===== src/rtl/sd_pkg.sv =====
// Shared types and reset-time configuration constants for the serial
// pattern detector.
package sd_pkg;

   typedef enum logic [1:0] {
      ST_IDLE = 2'd0,
      ST_FILL = 2'd1,
      ST_RUN  = 2'd2
   } sd_state_e;

   // Reset pattern 1001001001, zero-extended to the widest supported length.
   localparam logic [15:0] DEF_PAT = 16'b0000_0010_0100_1001;
   localparam int          DEF_LEN = 10;
   localparam logic        DEF_OVL = 1'b1;

endpackage


===== src/rtl/sd_hist_match.sv =====
// Serial history shift register with a length-masked compare of the
// post-shift history against the configured pattern.
module sd_hist_match #(
   parameter int MAX_LEN = 10,
   parameter int LW      = $clog2(MAX_LEN + 1)
) (
   input  logic               clk,
   input  logic               rst_n,
   input  logic               clr_i,
   input  logic               shift_i,
   input  logic               x_i,
   input  logic [MAX_LEN-1:0] pat_i,
   input  logic [LW-1:0]      len_i,
   output logic               eq_o
);

   logic [MAX_LEN-1:0] hist_q;
   logic [MAX_LEN-1:0] hist_d;
   logic [MAX_LEN-1:0] hist_nxt_s;
   logic [MAX_LEN-1:0] mask_s;

   // Newest bit enters at [0]; the compare looks at the value after this shift.
   always_comb begin
      hist_nxt_s = {hist_q[MAX_LEN-2:0], x_i};
      mask_s     = '0;
      for (int i = 0; i < MAX_LEN; i++) begin
         mask_s[i] = (i < int'(len_i));
      end
      eq_o = (((hist_nxt_s ^ pat_i) & mask_s) == '0);
   end

   // Next history: clear on arm, shift on valid sample, else hold.
   always_comb begin
      if (clr_i) begin
         hist_d = '0;
      end else if (shift_i) begin
         hist_d = hist_nxt_s;
      end else begin
         hist_d = hist_q;
      end
   end

   // History register.
   always_ff @(posedge clk or negedge rst_n) begin
      if (!rst_n) begin
         hist_q <= '0;
      end else begin
         hist_q <= hist_d;
      end
   end

endmodule


===== src/rtl/sd_cfg_ctrl.sv =====
// Configurable serial pattern detector: IDLE/FILL/RUN control, configuration
// registers, saturating match counter and registered match/error pulses.
module sd_cfg_ctrl
   import sd_pkg::*;
#(
   parameter int MAX_LEN = 10,
   parameter int CNT_W   = 8,
   localparam int LW     = $clog2(MAX_LEN + 1)
) (
   input  logic               clk,
   input  logic               rst,
   input  logic               cfg_we,
   input  logic [MAX_LEN-1:0] cfg_pat,
   input  logic [LW-1:0]      cfg_len,
   input  logic               cfg_ovl,
   input  logic               start,
   input  logic               stop,
   input  logic               x,
   input  logic               x_vld,
   output logic               y,
   output logic               busy,
   output logic [CNT_W-1:0]   match_cnt,
   output logic               cfg_err
);

   sd_state_e          state_q, state_d;
   logic [MAX_LEN-1:0] pat_q, pat_d;
   logic [LW-1:0]      len_q, len_d;
   logic               ovl_q, ovl_d;
   logic [LW-1:0]      fill_q, fill_d;
   logic [CNT_W-1:0]   cnt_q, cnt_d;
   logic               y_q, y_d;
   logic               err_q, err_d;
   logic [LW-1:0]      fill_inc_s;
   logic               len_ok_s;
   logic               clr_s;
   logic               shift_s;
   logic               eq_s;

   assign len_ok_s = (cfg_len >= LW'(2)) && (cfg_len <= LW'(MAX_LEN));

   sd_hist_match #(
      .MAX_LEN (MAX_LEN),
      .LW      (LW)
   ) u_hist (
      .clk     (clk),
      .rst_n   (rst),
      .clr_i   (clr_s),
      .shift_i (shift_s),
      .x_i     (x),
      .pat_i   (pat_q),
      .len_i   (len_q),
      .eq_o    (eq_s)
   );

   // Next-state, configuration, counter and pulse logic.
   always_comb begin
      state_d    = state_q;
      pat_d      = pat_q;
      len_d      = len_q;
      ovl_d      = ovl_q;
      fill_d     = fill_q;
      cnt_d      = cnt_q;
      y_d        = 1'b0;
      err_d      = 1'b0;
      clr_s      = 1'b0;
      shift_s    = 1'b0;
      fill_inc_s = fill_q;
      case (state_q)
         ST_IDLE: begin
            if (cfg_we && len_ok_s) begin
               pat_d = cfg_pat;
               len_d = cfg_len;
               ovl_d = cfg_ovl;
            end else begin
               err_d = cfg_we;
            end
            if (start) begin
               clr_s   = 1'b1;
               fill_d  = '0;
               cnt_d   = '0;
               state_d = ST_FILL;
            end else begin
               state_d = ST_IDLE;
            end
         end
         ST_FILL, ST_RUN: begin
            // Stop overrides any cfg_we or sample arriving in the same cycle.
            if (stop) begin
               state_d = ST_IDLE;
            end else if (x_vld) begin
               err_d      = cfg_we;
               shift_s    = 1'b1;
               fill_inc_s = (fill_q >= len_q) ? fill_q : fill_q + LW'(1);
               fill_d     = fill_inc_s;
               if (fill_inc_s >= len_q) begin
                  state_d = ST_RUN;
                  if (eq_s) begin
                     y_d   = 1'b1;
                     cnt_d = (cnt_q == {CNT_W{1'b1}}) ? cnt_q : cnt_q + CNT_W'(1);
                     if (!ovl_q) begin
                        fill_d  = '0;
                        state_d = ST_FILL;
                     end else begin
                        state_d = ST_RUN;
                     end
                  end else begin
                     y_d = 1'b0;
                  end
               end else begin
                  state_d = ST_FILL;
               end
            end else begin
               err_d = cfg_we;
            end
         end
         default: begin
            state_d = ST_IDLE;
         end
      endcase
   end

   // State, configuration and output registers.
   always_ff @(posedge clk or negedge rst) begin
      if (!rst) begin
         state_q <= ST_IDLE;
         pat_q   <= DEF_PAT[MAX_LEN-1:0];
         len_q   <= LW'(DEF_LEN);
         ovl_q   <= DEF_OVL;
         fill_q  <= '0;
         cnt_q   <= '0;
         y_q     <= 1'b0;
         err_q   <= 1'b0;
      end else begin
         state_q <= state_d;
         pat_q   <= pat_d;
         len_q   <= len_d;
         ovl_q   <= ovl_d;
         fill_q  <= fill_d;
         cnt_q   <= cnt_d;
         y_q     <= y_d;
         err_q   <= err_d;
      end
   end

   assign busy      = (state_q != ST_IDLE);
   assign y         = y_q;
   assign match_cnt = cnt_q;
   assign cfg_err   = err_q;

endmodule


===== config.mk =====
export PLATFORM = sky130hd
export DESIGN_NAME = sd_cfg_ctrl
export DESIGN_NICKNAME = d
export VERILOG_FILES = /design/src/rtl/sd_pkg.sv /design/src/rtl/sd_hist_match.sv /design/src/rtl/sd_cfg_ctrl.sv
export SDC_FILE = /design/constraint.sdc
export NUM_CORES = 1
export LEC_CHECK = 0
export CORE_MARGIN = 3
export CORE_UTILIZATION = 45
export DETAILED_ROUTE_END_ITERATION = 10
export GPL_TIMING_DRIVEN = 0
export HOLD_SLACK_MARGIN = 0.15
export PLACE_DENSITY = 0.78
export SYNTH_ARGS = -nofsm -noshare
export SYNTH_HDL_FRONTEND = slang
export SYNTH_SLANG_ARGS = --single-unit

===== constraint.sdc =====
create_clock -name clk -period 4.52 [get_ports clk]
set_input_delay 0.904 -clock clk [delete_from_list [all_inputs] [get_ports clk]]
set_output_delay 0.904 -clock clk [all_outputs]
set_load 0.1 [all_outputs]

==> results of run 1 <==
-- worst register-to-register path, stage by stage (launching register included) --
cell      delay, ps
dfstp_2         520
buf_2           170
inv_1           100
ha_1            300
a21o_1          170
a21o_1          200
a21oi_1         260
mux2i_1         270
inv_1            70
ha_1            280
a21oi_1          60
o21ai_0         290
nand3_2         150
buf_6           170
clkbuf_1        240
o311ai_0        410
o211ai_1        140
-- where the power goes --
group	leakage [uW]	internal, uW	switching [uW]
Combinational	0.000643	302	421
Sequential	0.000514	470	78.9
Clock	0.0000614	181	126
Total	0.00122	953	626
-- how the worst max path moves through the flow --
stage / to / slack [ps]
after floorplan: match_cnt[4] / 1060
after CTS: match_cnt[5] / 600
after global routing: match_cnt[5] / 210
after global placement: match_cnt[5] / 730
final: match_cnt[5] / 580
after detailed placement: match_cnt[5] / 650
-- kinds of logic after synthesis --
family,after synthesis
buf+inv,22
flops,40
mux,14
compound gates,62
simple gates,85
fa+ha+maj,12
xor+xnor,13
-- cell usage after synthesis (6+ instances only) --
master / number / area (um^2)
mux2_2: 13 / 146
nand2_1: 40 / 150
inv_1: 12 / 45.0
o211ai_1: 6 / 45.0
a21oi_1: 18 / 90.1
nor2_1: 14 / 52.6
dfrtp_1: 33 / 826
dfstp_2: 7 / 184
xnor2_1: 11 / 96.3
nor3_1: 6 / 30.0
ha_1: 12 / 150
o21ai_0: 12 / 60.1
-- through the flow --
step	utilization (%)	setup WS, ps	hold slack [ps]	area, um^2
after global routing	58.7	212	561	2860
after detailed placement	56.2	646	513	2740
after global placement	56.3	732	504	2750
after CTS	58.7	604	527	2860
final	58.7	585	525	2860
after floorplan	-	1060	475	2340
-- flip-flops by register name (all words and copies together) (netlist names) --
register	count
ovl_q	1
cfg_err	1
pat_q	10
state_q	2
y	1
len_q	4
fill_q	4
u_hist.hist_q	9
match_cnt	8
-- cell type report --
class	instances	area (um^2)	share of cell area, %
clock buffers	6	82.6	2.88
well taps	67	83.8	2.93
flip-flops and latches	40	1010	35.3
inverters	12	45.0	1.57
multi-input cells	186	1230	43.0
clock inverters	2	38.8	1.35
repair buffers	32	315	11.0
plain buffers	10	56.3	1.97
-- metal layers --
metal | global-route usage [%] | vias to the layer above | wire length, um
met1 | 25.9 | 883 | 2510
met3 | 3.90 | 2 | 158
met4 | 4.55 | 0 | 27
met5 | 0 | - | 0
met2 | 27.7 | 32 | 2310
li1 | - | 954 | -
-- placed cells by master, fill, tap and decap left out, types with 3 or more instances in the layout --
| master | count |
|---|---|
| nand2_1 | 40 |
| dfrtp_1 | 33 |
| clkdlybuf4s50_1 | 31 |
| a21oi_1 | 18 |
| nor2_1 | 14 |
| mux2_2 | 13 |
| inv_1 | 12 |
| o21ai_0 | 12 |
| ha_1 | 12 |
| xnor2_1 | 11 |
| dfstp_2 | 7 |
| nor3_1 | 6 |
| o211ai_1 | 6 |
| clkbuf_8 | 6 |
| nand2b_1 | 5 |
| nand3_1 | 5 |
| clkbuf_1 | 5 |
| buf_2 | 4 |
| o311a_1 | 4 |
| a21o_1 | 3 |
| or3b_1 | 3 |
==> results.yml, run 1 <==
pwr:
  fin_total_pwr_uw: 1580
  ir_worst_vdd_mv: 0.291
  p_per_area_nw_per_um2: 551
  cellLeakagePower_uw: 0.00122
layout:
  syn_to_final_growth_pct: 22.2
  diodes: 0
  final_cells: 355
  nets: 321
  fill_cells: 450
  drive_gt1_share_pct: 13.5
min_path:
  hold_end: "state_q[1]"
  hold_depth: 2
  hold_path_class: "reg -> reg"
  hp-start: "state_q[1]"
route:
  drt_iter0_markers: 109
  wl_per_cell_um: 14.1
  ant_nets: 0
  viasPerCell: 5.27
  drt_wl_total_um: 5000
  first_pass_iters: 4
  route.detailed.drc: 0
  vias: 1871
placement:
  dpl.cell_count: 347
  gp_congestion: 0.784
  numPortBuffers: 32
  hpwl_um: 3620
worst_setup_path:
  path_cells: "buf_2, inv_1, ha_1, a21o_1, a21o_1, a21oi_1, mux2i_1, inv_1, ha_1, a21oi_1, o21ai_0, nand3_2, buf_6, clkbuf_1, o311ai_0, o211ai_1"
  worstPathRequired_ps: 4680
  crit_path_max_incr_delay_ps: 520
  startpoint_type: "flip-flop"
  startpoint: "len_q[1]"
  critical_path_depth: 16
  worstSetupPathType: "reg -> reg"
  critPathBufInv: 5
  critical_path.max_fanout: 10
  crit_family: "compound AO/OA/AOI/OAI gates"
  r2r_cells: 16
  arrival_ps: 4090
  cp_slowest_cell: "dfstp_2"
  reg2reg_from: "len_q[1]"
  rrSetupSlack_ps: 580
  cp-end-kind: "flip-flop"
  rr_endpoint: "match_cnt[5]"
synth:
  synth-simple-area-share_pct: 16.9
  synth_mux_area_share_pct: 6.68
  synth_compound_area_share_pct: 17.7
  synth_area_per_cell_um2: 9.44
  synthAdderAreaFrac_pct: 6.41
  ys_seq_area_share_pct: 43.1
  ys_ff_latch: 40
  synthArstFlopShare_pct: 100
  ys_types: 43
  syn_area_um2: 2340
  synth-edff-count: 0
  synth_top_family_by_area: "compound AO/OA/AOI/OAI gates"
  ys_warn_count: 0
  yosys.area_share.xor_xnor_pct: 4.86
  ys.flop_type: "dfrtp_1"
  synth_nets: 282
  syn_inst: 248
floorplan:
  ios: 33
  core_um2: 4880
  die_area_um2: 6110
  die_h_um: 78.1
  die_w_um: 78.1
  rows: 25
  start_util_pct: 48.0
timing:
  rsz0062_at_grt: "no"
  hold_viol: 0
  slew_headroom_pct: 35.1
  worst_slew_pin_slew_ps: 971
  setup_violations: 0
  slew_viol_final: 0
  fin_crit_ps: 3940
  tns_ps: 0
  fmax_mhz: 254
  finClkSkew_ps: 3.78
  fin_crit_sh_pct: 87.1
global_routing:
  track_usage_pct: 18.0
  antenna_found_initial: 0
  grt_pass1_wl_um: 8770
  grt_pass1_vias: 1866
  grt_max_degree: 41
  grt-ovfl-total: 0
run_status:
  outcome: "complete, no violations"
cts:
  cts.sinks: 40
  path_clk_slew_ps: 80
  root_buffer: "clkbuf_8"
  cts.path.max_buffers: 2
  cts_htree_levels: 2
  insertion_delay_ps: 290
  numCtsBuffers: 5
  cts_hold_buf: 0
  postCtsResizedCells: 0
  cts_setup_buffers: 0
  cts_tree: "built"
flow_run:
  maxCapViolations: 0
No activity file was read; power rests on OpenSTA's default activity.
==> run 2, diff against run 1 <==
- PLACE_DENSITY: 0.78 -> 0.8
- clock period: 4.52 -> 3.4 ns (I/O delays scaled with it)
==> results.yml, run 2 (same netlist as run 1, synthesis figures left out) <==
worst_setup_path:
  worstSetupPathType: "reg -> reg"
  startpoint_type: "flip-flop"
  arrival_ps: 3490
  cp-end-kind: "flip-flop"
  worstPathRequired_ps: 3570
  critical_path.max_fanout: 5
timing:
  worst_slew_pin_slew_ps: 968
  finClkSkew_ps: 3.92
  fin_crit_sh_pct: 97.5
  hold_viol: 0
  rsz0062_at_grt: "yes"
  fin_crit_ps: 3320
  holdWs_ps: 296
  fmax_mhz: 302
  slew_headroom_pct: 35.3
  setup_violations: 0
  slew_viol_final: 0
cts:
  cts_tree: "built"
  insertion_delay_ps: 290
  cts_hold_buf: 0
  path_clk_slew_ps: 70
  cts.sinks: 40
  numCtsBuffers: 5
  cts_htree_levels: 2
  root_buffer: "clkbuf_8"
  cts.path.max_buffers: 2
pwr:
  seqPwrFrac_pct: 33.0
  pwr-share-clk_pct: 13.7
  ir_worst_vdd_mv: 0.390
  p_int_uw: 1310
  p_switching_uw: 907
  p_comb_share_pct: 53.3
  p_per_area_nw_per_um2: 740
  cellLeakagePower_uw: 0.00126
  switching_share_pct: 40.9
  fin_total_pwr_uw: 2210
placement:
  gp_congestion: 0.804
  numPortBuffers: 32
  hpwl_um: 3890
  placed_area_um2: 2770
route:
  wl_met3_um: 275
  met1Wirelength_um: 2460
  vias: 1975
  viasPerCell: 5.41
  drt_iter0_markers: 155
  highest_layer: "met4"
  wl_per_cell_um: 14.5
  first_pass_iters: 4
  wl_met2_um: 2470
  route.detailed.drc: 0
  drt_wl_total_um: 5290
  ant_nets: 0
global_routing:
  track_usage_pct: 18.1
  antenna_found_initial: 0
  grt_pass1_vias: 1883
  grt_pass1_wl_um: 8760
  grt_max_degree: 27
  grt-ovfl-total: 0
layout:
  fill_cells: 444
  fin_util_pct: 61.3
  layout_commonest_cell: "nand2_1"
  diodes: 0
  drive_gt1_share_pct: 20.5
  top_register: "pat_q"
  layout_common_cells: "40 x nand2_1, 31 x dfrtp_1, 31 x clkdlybuf4s50_1"
  finalInstanceArea_um2: 2990
  nets: 331
  largest_reg_flops: 10
  syn_to_final_growth_pct: 27.7
floorplan:
  start_util_pct: 48.0
  rows: 25
  die_w_um: 78.1
  ios: 33
  die_h_um: 78.1
  die_area_um2: 6110
  core_um2: 4880
flow_run:
  maxCapViolations: 0
run_status:
  outcome: "complete, no violations"
min_path:
  hold_path_class: "in -> async"
## run 2: routing by layer
layer,vias up,GRT usage (%)
met3,6,3.90
met2,55,28.2
li1,977,-
met1,937,25.0
met4,0,6.12
met5,-,0
## run 2: stage by stage
stage                     std cells  TNS (ps)  worst slack, ps
after floorplan                 248         0             23.4
after global placement          347     -1750             -293
after detailed placement        348     -2970             -405
after CTS                       359         0             3.80
after global routing            365      -286            -93.7
final                           365         0             83.7
## run 2: power groups by stage
stage | Clock [uW] | Sequential (uW) | Combinational [uW]
after floorplan | 0 | 748 | 717
after global placement | 0 | 735 | 938
after detailed placement | 0 | 743 | 976
after CTS | 308 | 724 | 1020
after global routing | 330 | 747 | 1300
final | 302 | 732 | 1180
## run 2: worst paths after layout
kind	from	to	slack, ps	cells past startpoint
worst max-delay path	len_q[1]	match_cnt[4]	80	15
min in group clk	state_q[1]	state_q[1]	540	2
max in group asynchronous	rst	ovl_q	2570	2
worst min-delay path	rst	len_q[0]	300	1
worst min register to register	state_q[1]	state_q[1]	540	2
worst max register to register	len_q[1]	match_cnt[4]	80	15
## run 2: critical path: stages, from the launching register on
cell and delay [ps]:
dfstp_2 540, inv_2 50, ha_4 200, a21o_1 190, a21o_1 200, a21oi_2 200, buf_4 140, xnor2_1 60
ha_1 270, nand2b_1 120, a21oi_2 60, o21ai_2 160, nand3_2 150, buf_6 160, o311a_1 320, or3b_1 340
## run 2: layout make-up
type | count | area (um^2) | share of cell area, %
multi-input cells | 186 | 1300 | 43.5
flip-flops and latches | 40 | 1010 | 33.8
clock inverters | 1 | 5.00 | 0.167
clock buffers | 7 | 76.3 | 2.55
well taps | 67 | 83.8 | 2.80
repair buffers | 43 | 412 | 13.8
plain buffers | 9 | 55.1 | 1.84
inverters | 12 | 45.0 | 1.51
## run 2: what timing repair did
item	CTS	global route
endpoints found under the setup margin	13	11
setup buffers	4	5
pin swaps	5	13
hold endpoints to repair	0	0
cloned	0	1
resized for setup	6	15
